## src/rtl/upsample_interp_pkg.sv

```systemverilog
// rtl/upsample_interp_pkg.sv - shared widths and state encoding for the interpolating upsampler
package upsample_interp_pkg;
  localparam int DEF_IN_W       = 16;
  localparam int DEF_OUT_W      = 12;
  localparam int DEF_LOG2_RATIO = 4;

  typedef enum logic {
    IDLE = 1'b0,
    RUN  = 1'b1
  } state_t;
endpackage

```

## src/rtl/upsample_interp_round_sat_reduce.sv

```systemverilog
// rtl/upsample_interp_round_sat_reduce.sv - round-half-up width reduction with saturation
module round_sat_reduce #(
  parameter int ACC_W = 20,
  parameter int OUT_W = 12
) (
  input  logic [ACC_W-1:0] acc,
  output logic [OUT_W-1:0] q
);
  localparam int S = ACC_W - OUT_W;
  localparam logic [ACC_W:0] HALF = (ACC_W+1)'(1) << (S-1);

  logic [ACC_W:0] sum;
  logic [OUT_W:0] r;

  // The extra carry bit turns a would-be wrap into a clamp at full scale.
  always_comb begin
    sum = {1'b0, acc} + HALF;
    r   = sum[ACC_W:S];
    q   = r[OUT_W] ? {OUT_W{1'b1}} : r[OUT_W-1:0];
  end
endmodule

```

## src/rtl/upsample_interp.sv

```systemverilog
// rtl/upsample_interp.sv - linear-interpolating 2^LOG2_RATIO upsampler with one-entry skid buffer
module upsample_interp
  import upsample_interp_pkg::*;
#(
  parameter int IN_W       = DEF_IN_W,
  parameter int OUT_W      = DEF_OUT_W,
  parameter int LOG2_RATIO = DEF_LOG2_RATIO
) (
  input  logic             clk,
  input  logic             reset,
  input  logic [IN_W-1:0]  in_sample,
  input  logic             in_valid,
  input  logic             out_tick,
  output logic [OUT_W-1:0] out_sample,
  output logic             out_valid,
  output logic             underrun,
  output logic             overrun
);
  localparam int ACC_W = IN_W + LOG2_RATIO;

  state_t                  state;
  logic [IN_W-1:0]         cur;
  logic [IN_W-1:0]         pend;
  logic                    pend_full;
  logic [ACC_W-1:0]        acc;
  logic signed [IN_W:0]    delta;
  logic [LOG2_RATIO-1:0]   phase;

  logic                    seg_end;
  logic [IN_W-1:0]         nxt;
  logic [ACC_W-1:0]        delta_ext;
  logic [OUT_W-1:0]        rs_q;

  round_sat_reduce #(.ACC_W(ACC_W), .OUT_W(OUT_W)) u_rsr (
    .acc (acc),
    .q   (rs_q)
  );

  // Next segment target: buffered sample wins, then a same-cycle bypass, else hold.
  always_comb begin
    seg_end   = out_tick && (&phase);
    nxt       = cur;
    if (pend_full)
      nxt = pend;
    else if (in_valid)
      nxt = in_sample;
    delta_ext = {{(ACC_W-IN_W-1){delta[IN_W]}}, delta};
  end

  always_ff @(posedge clk or posedge reset) begin
    if (reset) begin
      state      <= IDLE;
      cur        <= '0;
      pend       <= '0;
      pend_full  <= 1'b0;
      acc        <= '0;
      delta      <= '0;
      phase      <= '0;
      out_sample <= '0;
      out_valid  <= 1'b0;
      underrun   <= 1'b0;
      overrun    <= 1'b0;
    end else begin
      out_valid <= 1'b0;
      underrun  <= 1'b0;
      overrun   <= 1'b0;
      case (state)
        IDLE: begin
          if (in_valid) begin
            cur   <= in_sample;
            acc   <= {in_sample, {LOG2_RATIO{1'b0}}};
            delta <= '0;
            phase <= '0;
            state <= RUN;
          end
        end
        RUN: begin
          if (out_tick) begin
            out_sample <= rs_q;
            out_valid  <= 1'b1;
            phase      <= phase + LOG2_RATIO'(1);
            if (seg_end) begin
              // Reload from cur rather than trusting the accumulated ramp.
              acc   <= {cur, {LOG2_RATIO{1'b0}}};
              delta <= $signed({1'b0, nxt}) - $signed({1'b0, cur});
              cur   <= nxt;
              if (pend_full) begin
                pend_full <= in_valid;
                if (in_valid)
                  pend <= in_sample;
              end else if (!in_valid) begin
                underrun <= 1'b1;
              end
            end else begin
              acc <= acc + delta_ext;
            end
          end
          if (in_valid && !seg_end) begin
            if (pend_full)
              overrun <= 1'b1;
            pend      <= in_sample;
            pend_full <= 1'b1;
          end
        end
        default: state <= IDLE;
      endcase
    end
  end
endmodule

```

## config.mk

```make
export PLATFORM = sky130hd
export DESIGN_NAME = upsample_interp
export DESIGN_NICKNAME = d
export VERILOG_FILES = /design/src/rtl/upsample_interp_pkg.sv /design/src/rtl/upsample_interp_round_sat_reduce.sv /design/src/rtl/upsample_interp.sv
export SDC_FILE = /design/constraint.sdc
export NUM_CORES = 1
export LEC_CHECK = 0
export BUFFER_PORTS_ARGS = -buffer_cell sky130_fd_sc_hd__buf_2
export CORE_MARGIN = 3
export CORE_UTILIZATION = 40
export CTS_BUF_LIST = sky130_fd_sc_hd__clkbuf_8
export DETAILED_ROUTE_END_ITERATION = 8
export SYNTH_ARGS = -nofsm -noshare
export SYNTH_HDL_FRONTEND = slang
export SYNTH_SLANG_ARGS = --single-unit
```

## constraint.sdc

```tcl
create_clock -name clk -period 3.4 [get_ports clk]
set_input_delay 0.34 -clock clk [delete_from_list [all_inputs] [get_ports clk]]
set_output_delay 0.34 -clock clk [all_outputs]
set_load 0.01 [all_outputs]
```

[After elaboration in Yosys (flattened, before gate mapping)]
Index checks and enable logic that the tools add are counted.
Cells by class
  add/sub/neg operators: 4
  equality and inequality tests: 3
  multiplexer cells: 38
  reduce and logical (&&, ||, !) cells: 14
  bitwise operators: 1
Operator list (number)
  2-to-1 mux 16 bit: 9
  2-to-1 mux 20 bit: 3
  2-to-1 mux 17 bit: 3
  case mux 20 bit (2 select lines): 1
  case mux 17 bit (2 select lines): 1
  case mux 16 bit (2 select lines): 1
  adder 20 x 8 -> 21 bit (second input constant): 1
  adder 20 bit: 1
  subtractor 16 x 16 -> 17 bit: 1
  2-to-1 mux 1 bit: 16
  2-to-1 mux 12 bit: 1
  2-to-1 mux 4 bit: 2
  case mux 4 bit (2 select lines): 1
  nonzero test 2 bit: 4
  AND reduction 2 bit: 3
  AND reduction 3 bit: 2
  AND reduction 5 bit: 1
  adder 4 x 1 -> 4 bit (second input constant): 1
  != test 2 bit (second input constant): 2
  AND reduction 4 bit: 1
  logical AND 1 bit: 2
  != test 2 x 1 -> 1 bit (second input constant): 1
  logical NOT 1 bit: 1
  inverter 1 bit: 1
Storage, ports and cells
  bits in registers: 90
  output and inout port bits: 15
  word-level logic and storage cells: 71
  bits of input ports: 20

[Logic depth before layout (Yosys ltp)]
  depth in word-level cells: 6
  gate-level depth with buffers: 15
  gate-level depth less buffers: 14

[By module]
From an unflattened synthesis, not the netlist that was laid out.
Second synthesis, totals
  cell total of the unflattened synthesis: 677
  area, all modules: 5915.7 µm²
By module, submodules not included
  upsample_interp: instances 1, area an instance 5566.6 µm², seq. area each 2252.2 µm², cells each 626
  round_sat_reduce: instances 1, area an instance 349.1 µm², seq. area each 0.0 µm², cells each 51

[Worst setup path after synthesis]
OpenSTA, ideal clock, no wires.
  kind: input to register
  start point: input in_valid
  end point: register delta[11]
  data required time: 3.274 ns
  library setup time: 0.126 ns
  cell stages on the path: 13
  arrival time: 2.995 ns
  path buffers: 2
  slack: 0.279 ns
  cells stage by stage: clkbuf_1 -> clkbuf_1 -> mux2i_1 -> o21ai_0 -> ha_1 -> nor2b_1 -> o21ai_1 -> nand2_1 -> a31oi_1 -> o21ai_1 -> or3_1 -> a211oi_1 -> o21ai_1
On the way
  cells in the longest elaborated chain, start to end: 6
  elaborated cells on any way between the ends: 8
  those cells by class: add/sub: 1; eq/ne: 1; mux: 5; reduce/logical: 1
Ends and longest elaborated chain
  start: declaration: RTL line upsample_interp.sv:12  | input logic in_valid,
  2-to-1 mux 16 bit
  2-to-1 mux 16 bit: RTL line upsample_interp.sv:43  | if (pend_full)
  subtractor 16 x 16 -> 17 bit: RTL line upsample_interp.sv:85  | delta <= $signed({1'b0, nxt}) - $signed({1'b0, cur});
  2-to-1 mux 17 bit: RTL line upsample_interp.sv:82  | if (seg_end) begin
  2-to-1 mux 17 bit: RTL line upsample_interp.sv:78  | if (out_tick) begin
  case mux 17 bit (2 select lines): RTL line upsample_interp.sv:67  | case (state)
  end signal: assignment: RTL line upsample_interp.sv:85
  end: declaration: RTL line upsample_interp.sv:26  | logic signed [IN_W:0] delta;
Several ways; a longest one is shown, not always the timed one. The select of a mux whose other input is x is not followed.
A chain may end at the register's enable or synchronous reset.

[Final worst setup path]
  start point: register cur[0]
  end point: register delta[14]
On the way
  cells in the longest elaborated chain, start to end: 6
Ends and longest elaborated chain
  start: declaration: RTL line upsample_interp.sv:22  | logic [IN_W-1:0] cur;
  start signal: assignment: RTL line upsample_interp.sv:70  | cur <= in_sample;
  start signal: assignment: RTL line upsample_interp.sv:86  | cur <= nxt;
  2-to-1 mux 16 bit
  2-to-1 mux 16 bit: RTL line upsample_interp.sv:43
  subtractor 16 x 16 -> 17 bit (*): RTL line upsample_interp.sv:85
  2-to-1 mux 17 bit (*): RTL line upsample_interp.sv:82
  2-to-1 mux 17 bit (*): RTL line upsample_interp.sv:78
  case mux 17 bit (2 select lines) (*): RTL line upsample_interp.sv:67
Every way passes the cells marked *; elsewhere a longest branch is shown, timed or not. The select of a mux whose other input is x is not followed.

==> flow_summary.yaml <==
cells_and_area:
  fin_nets: 734
  multi_input_area_mm2: 0.00326
  n_antenna_cell: 0
  nFillCells: 1379
  finish.utilization: 0.448
  drive_above_1_share: 0.122
  regArea_mm2: 0.00225
  area_delta_synth_final_pct: 9.19
sta:
  rsz0062_at_grt: "false"
  drv_slew: 0
  finalCritPeriodShare: 0.921
  finalSetupViolations: 0
  fmax_mhz: 320
  whs_ns: 0.0400
  tns_ns: 0
  hold_viol: 0
  fin_crit_ns: 3.13
  finClkSkew_ns: 0.00827
  slew_headroom: 0.567
  worstMarginPinSlew_ns: 0.648
  fin_ws_ns: 0.270
power:
  power.density_mw_per_mm2: 865
  ir_drop_mv: 0.198
  power_leakage_nw: 2.90
clocking:
  post_cts_resized: 0
  clockBufferDepth: 2
  cts-root-buf: "clkbuf_8"
  cts_made_buffers: 9
  post_cts_buffers: 0
  clkSinkCount: 90
  htreeDepth: 3
  cts_tree: "done"
  clock_latency_ns: 0.37
  clk_pin_slew_ns: 0.08
  holdBufCountCts: 0
yosys:
  synth_compound_area_frac: 0.222
  synth_area_per_cell_um2: 8.89
  synthCells: 646
  synth_edf_count: 0
  ys_ff_latch: 90
  synth_flop_cell: "dfrtp_1"
  syn_nets: 705
  seq_area_frac_synth: 0.392
  syn_area_mm2: 0.00574
  synth_cell_types: 56
  yosys.area_share.adder: 0.0876
  ys_async_sr_fraction: 1.00
  synth_mux_area_frac: 0.0634
  synth_xor_xnor_area_share: 0.0549
  synth-simple-area-share: 0.140
  yosysWarnings: 0
  synth_top_family_by_area: "compound AO/OA/AOI/OAI gates"
die:
  io_pins: 35
  die-area_mm2: 0.0158
  die_h_um: 126
  start_util: 0.411
  rows: 43
  chipWidth_um: 126
  core_area_mm2: 0.0140
setup_path:
  cp-end-kind: "register"
  cp.arrival_ns: 3.38
  cpPeakStageDelay_ns: 0.42
  cp_slowest_cell: "dfrtp_1"
  setup.worst_path.class: "register to register"
  setup.worst_path.start_class: "register"
  cp_max_fo: 4
  r2r_cells: 14
  crit_chain: "mux2i_1 -> nor2_1 -> a21oi_1 -> ha_1 -> inv_1 -> fa_1 -> a21o_1 -> a31oi_1 -> a22oi_1 -> a41oi_1 -> a21oi_1 -> nor2_1 -> xor2_1 -> o21ai_1"
  required_ns: 3.65
global_routing:
  top_usage_layer: "met2"
  grt_pass1_wl_mm: 23.8
  overflow: 0
  antenna_found_initial: 0
  use_met1: 0.255
  grt_pass1_vias: 4653
  grt_max_degree: 46
  track_usage: 0.184
  use_met2: 0.301
  met3_usage: 0.0259
placed_design:
  gp_congestion: 0.848
  portBuffers: 34
  dpl.hpwl_mm: 10.6
  dp_slack_ns: 0.211
routing:
  drcViolationCount: 0
  num_vias: 4794
  wl_per_cell_um: 16.6
  ant_nets: 0
  firstDrtPassIters: 4
  drt_wl_total_mm: 14.3
  via_per_inst: 5.59
  drt-initial-drc-count: 318
flow_run:
  cap_violations: 0
worst_hold_path:
  min_path_type: "input port to asynchronous set/reset pin"
run_status:
  outcome: "finished clean"
layer usage:
layer / vias to the layer above / part of all wire
li1: 2356 / -
met2: 92 / 0.47
met4: 0 / 0.011
met1: 2333 / 0.48
met3: 13 / 0.038
met5: - / 0
critical path, delay by kind of cell, from the launching register on:
family | cells | cell delay [ns]
simple gates | 2 | 0.22
mux | 1 | 0.15
xor+xnor | 1 | 0.17
fa+ha+maj | 2 | 0.60
compound gates | 7 | 1.38
flops | 1 | 0.42
buf+inv | 1 | 0.06
state kept, by name, indices dropped and copies added (netlist names):
| name | count |
|---|---|
| pend_full | 1 |
| out_valid | 1 |
| state | 1 |
| phase | 4 |
| cur | 16 |
| out_sample | 12 |
| pend | 16 |
| underrun | 1 |
| overrun | 1 |
| delta | 17 |
| acc | 20 |
placed cells by master (no fill, tap or decap), types with 2 or more instances in the layout:
cell type	n
nor3_1	7
o21bai_1	5
mux2_2	9
a21o_1	6
o21ai_1	25
clkbuf_8	10
nand2_1	72
or2_2	2
and3_1	4
buf_4	12
a31oi_1	15
fa_1	2
inv_1	32
a21oi_1	50
dfrtp_1	90
a22o_1	6
or3_1	4
a32o_1	2
nor2_1	67
nor2b_1	5
mux2i_1	15
mux2_1	10
a221oi_1	5
o211ai_1	2
xnor2_1	21
nand2b_1	3
a31oi_2	3
nand3_1	12
o21ai_2	3
ha_1	37
o22ai_1	17
a211oi_1	7
xor2_1	15
inv_2	2
buf_2	34
o21a_1	3
o21ai_0	41
nand4_1	4
layout make-up:
type                            count  share of cell area
Multi-Input combinational cell    497               0.520
Sequential cell                    90               0.359
Timing Repair Buffer               46              0.0415
Clock buffer                       10              0.0219
Inverter                           31              0.0190
Tap cell                          180              0.0359
Clock inverter                      4             0.00239
metrics by stage:
| stage | std cells | instance area, µm² | power, mW |
|---|---|---|---|
| floorplan | 646 | 5740 | 4.07 |
| global placement | 844 | 6120 | 4.66 |
| detailed placement | 844 | 6120 | 4.75 |
| CTS | 858 | 6270 | 5.41 |
| global route | 858 | 6270 | 5.89 |
| finish | 858 | 6270 | 5.42 |
cell usage after synthesis, types with 4 or more instances:
| cell type | n | area (µm²) |
|---|---|---|
| nor2b_1 | 5 | 31.3 |
| mux2i_1 | 15 | 150 |
| nand2_1 | 72 | 270 |
| mux2_1 | 10 | 113 |
| a211oi_1 | 7 | 52.6 |
| a221oi_1 | 5 | 43.8 |
| a21oi_1 | 50 | 250 |
| xor2_1 | 15 | 131 |
| mux2_2 | 9 | 101 |
| nor3_1 | 7 | 35.0 |
| nor2_1 | 67 | 251 |
| o21ai_0 | 41 | 205 |
| dfrtp_1 | 90 | 2250 |
| inv_1 | 29 | 109 |
| and3_1 | 4 | 25.0 |
| o21ai_1 | 26 | 130 |
| xnor2_1 | 21 | 184 |
| or3_1 | 4 | 25.0 |
| o21bai_1 | 5 | 37.5 |
| clkbuf_1 | 24 | 90.1 |
| a22o_1 | 6 | 52.6 |
| a21o_1 | 6 | 45.0 |
| nand3_1 | 12 | 60.1 |
| nand4_1 | 4 | 25.0 |
| ha_1 | 37 | 463 |
| a31oi_1 | 15 | 93.8 |
| o22ai_1 | 17 | 106 |
where the power goes:
group          total, mW  internal, mW  switching (mW)  leakage [nW]
Combinational       3.00          1.34            1.67          1.77
Sequential          1.78          1.43           0.350          1.04
Clock              0.638         0.268           0.370        0.0932
cells by family (layout without fill, tap and decap cells):
| group | Yosys count | count (layout) |
|---|---|---|
| fa+ha+maj | 39 | 39 |
| mux | 34 | 34 |
| xor+xnor | 36 | 36 |
| simple gates | 186 | 186 |
| flops | 90 | 90 |
| buf+inv | 59 | 91 |
| compound gates | 202 | 202 |
final timing paths:
check / startpoint / endpoint / slack (ns)
max: cur[0]$_DFFE_PP0P_ / delta[14]$_DFFE_PP0P_ / 0.27
min: reset / acc[1]$_DFFE_PP0P_ / 0.04
max reg2reg: cur[0]$_DFFE_PP0P_ / delta[14]$_DFFE_PP0P_ / 0.27
min reg2reg: out_sample[10]$_DFFE_PP0P_ / out_sample[10]$_DFFE_PP0P_ / 0.48
max in group asynchronous: reset / cur[9]$_DFFE_PP0P_ / 2.62
min in group clk: in_sample[0] / pend[0]$_DFFE_PP0P_ / 0.22
No activity file was read; power rests on OpenSTA's default activity.
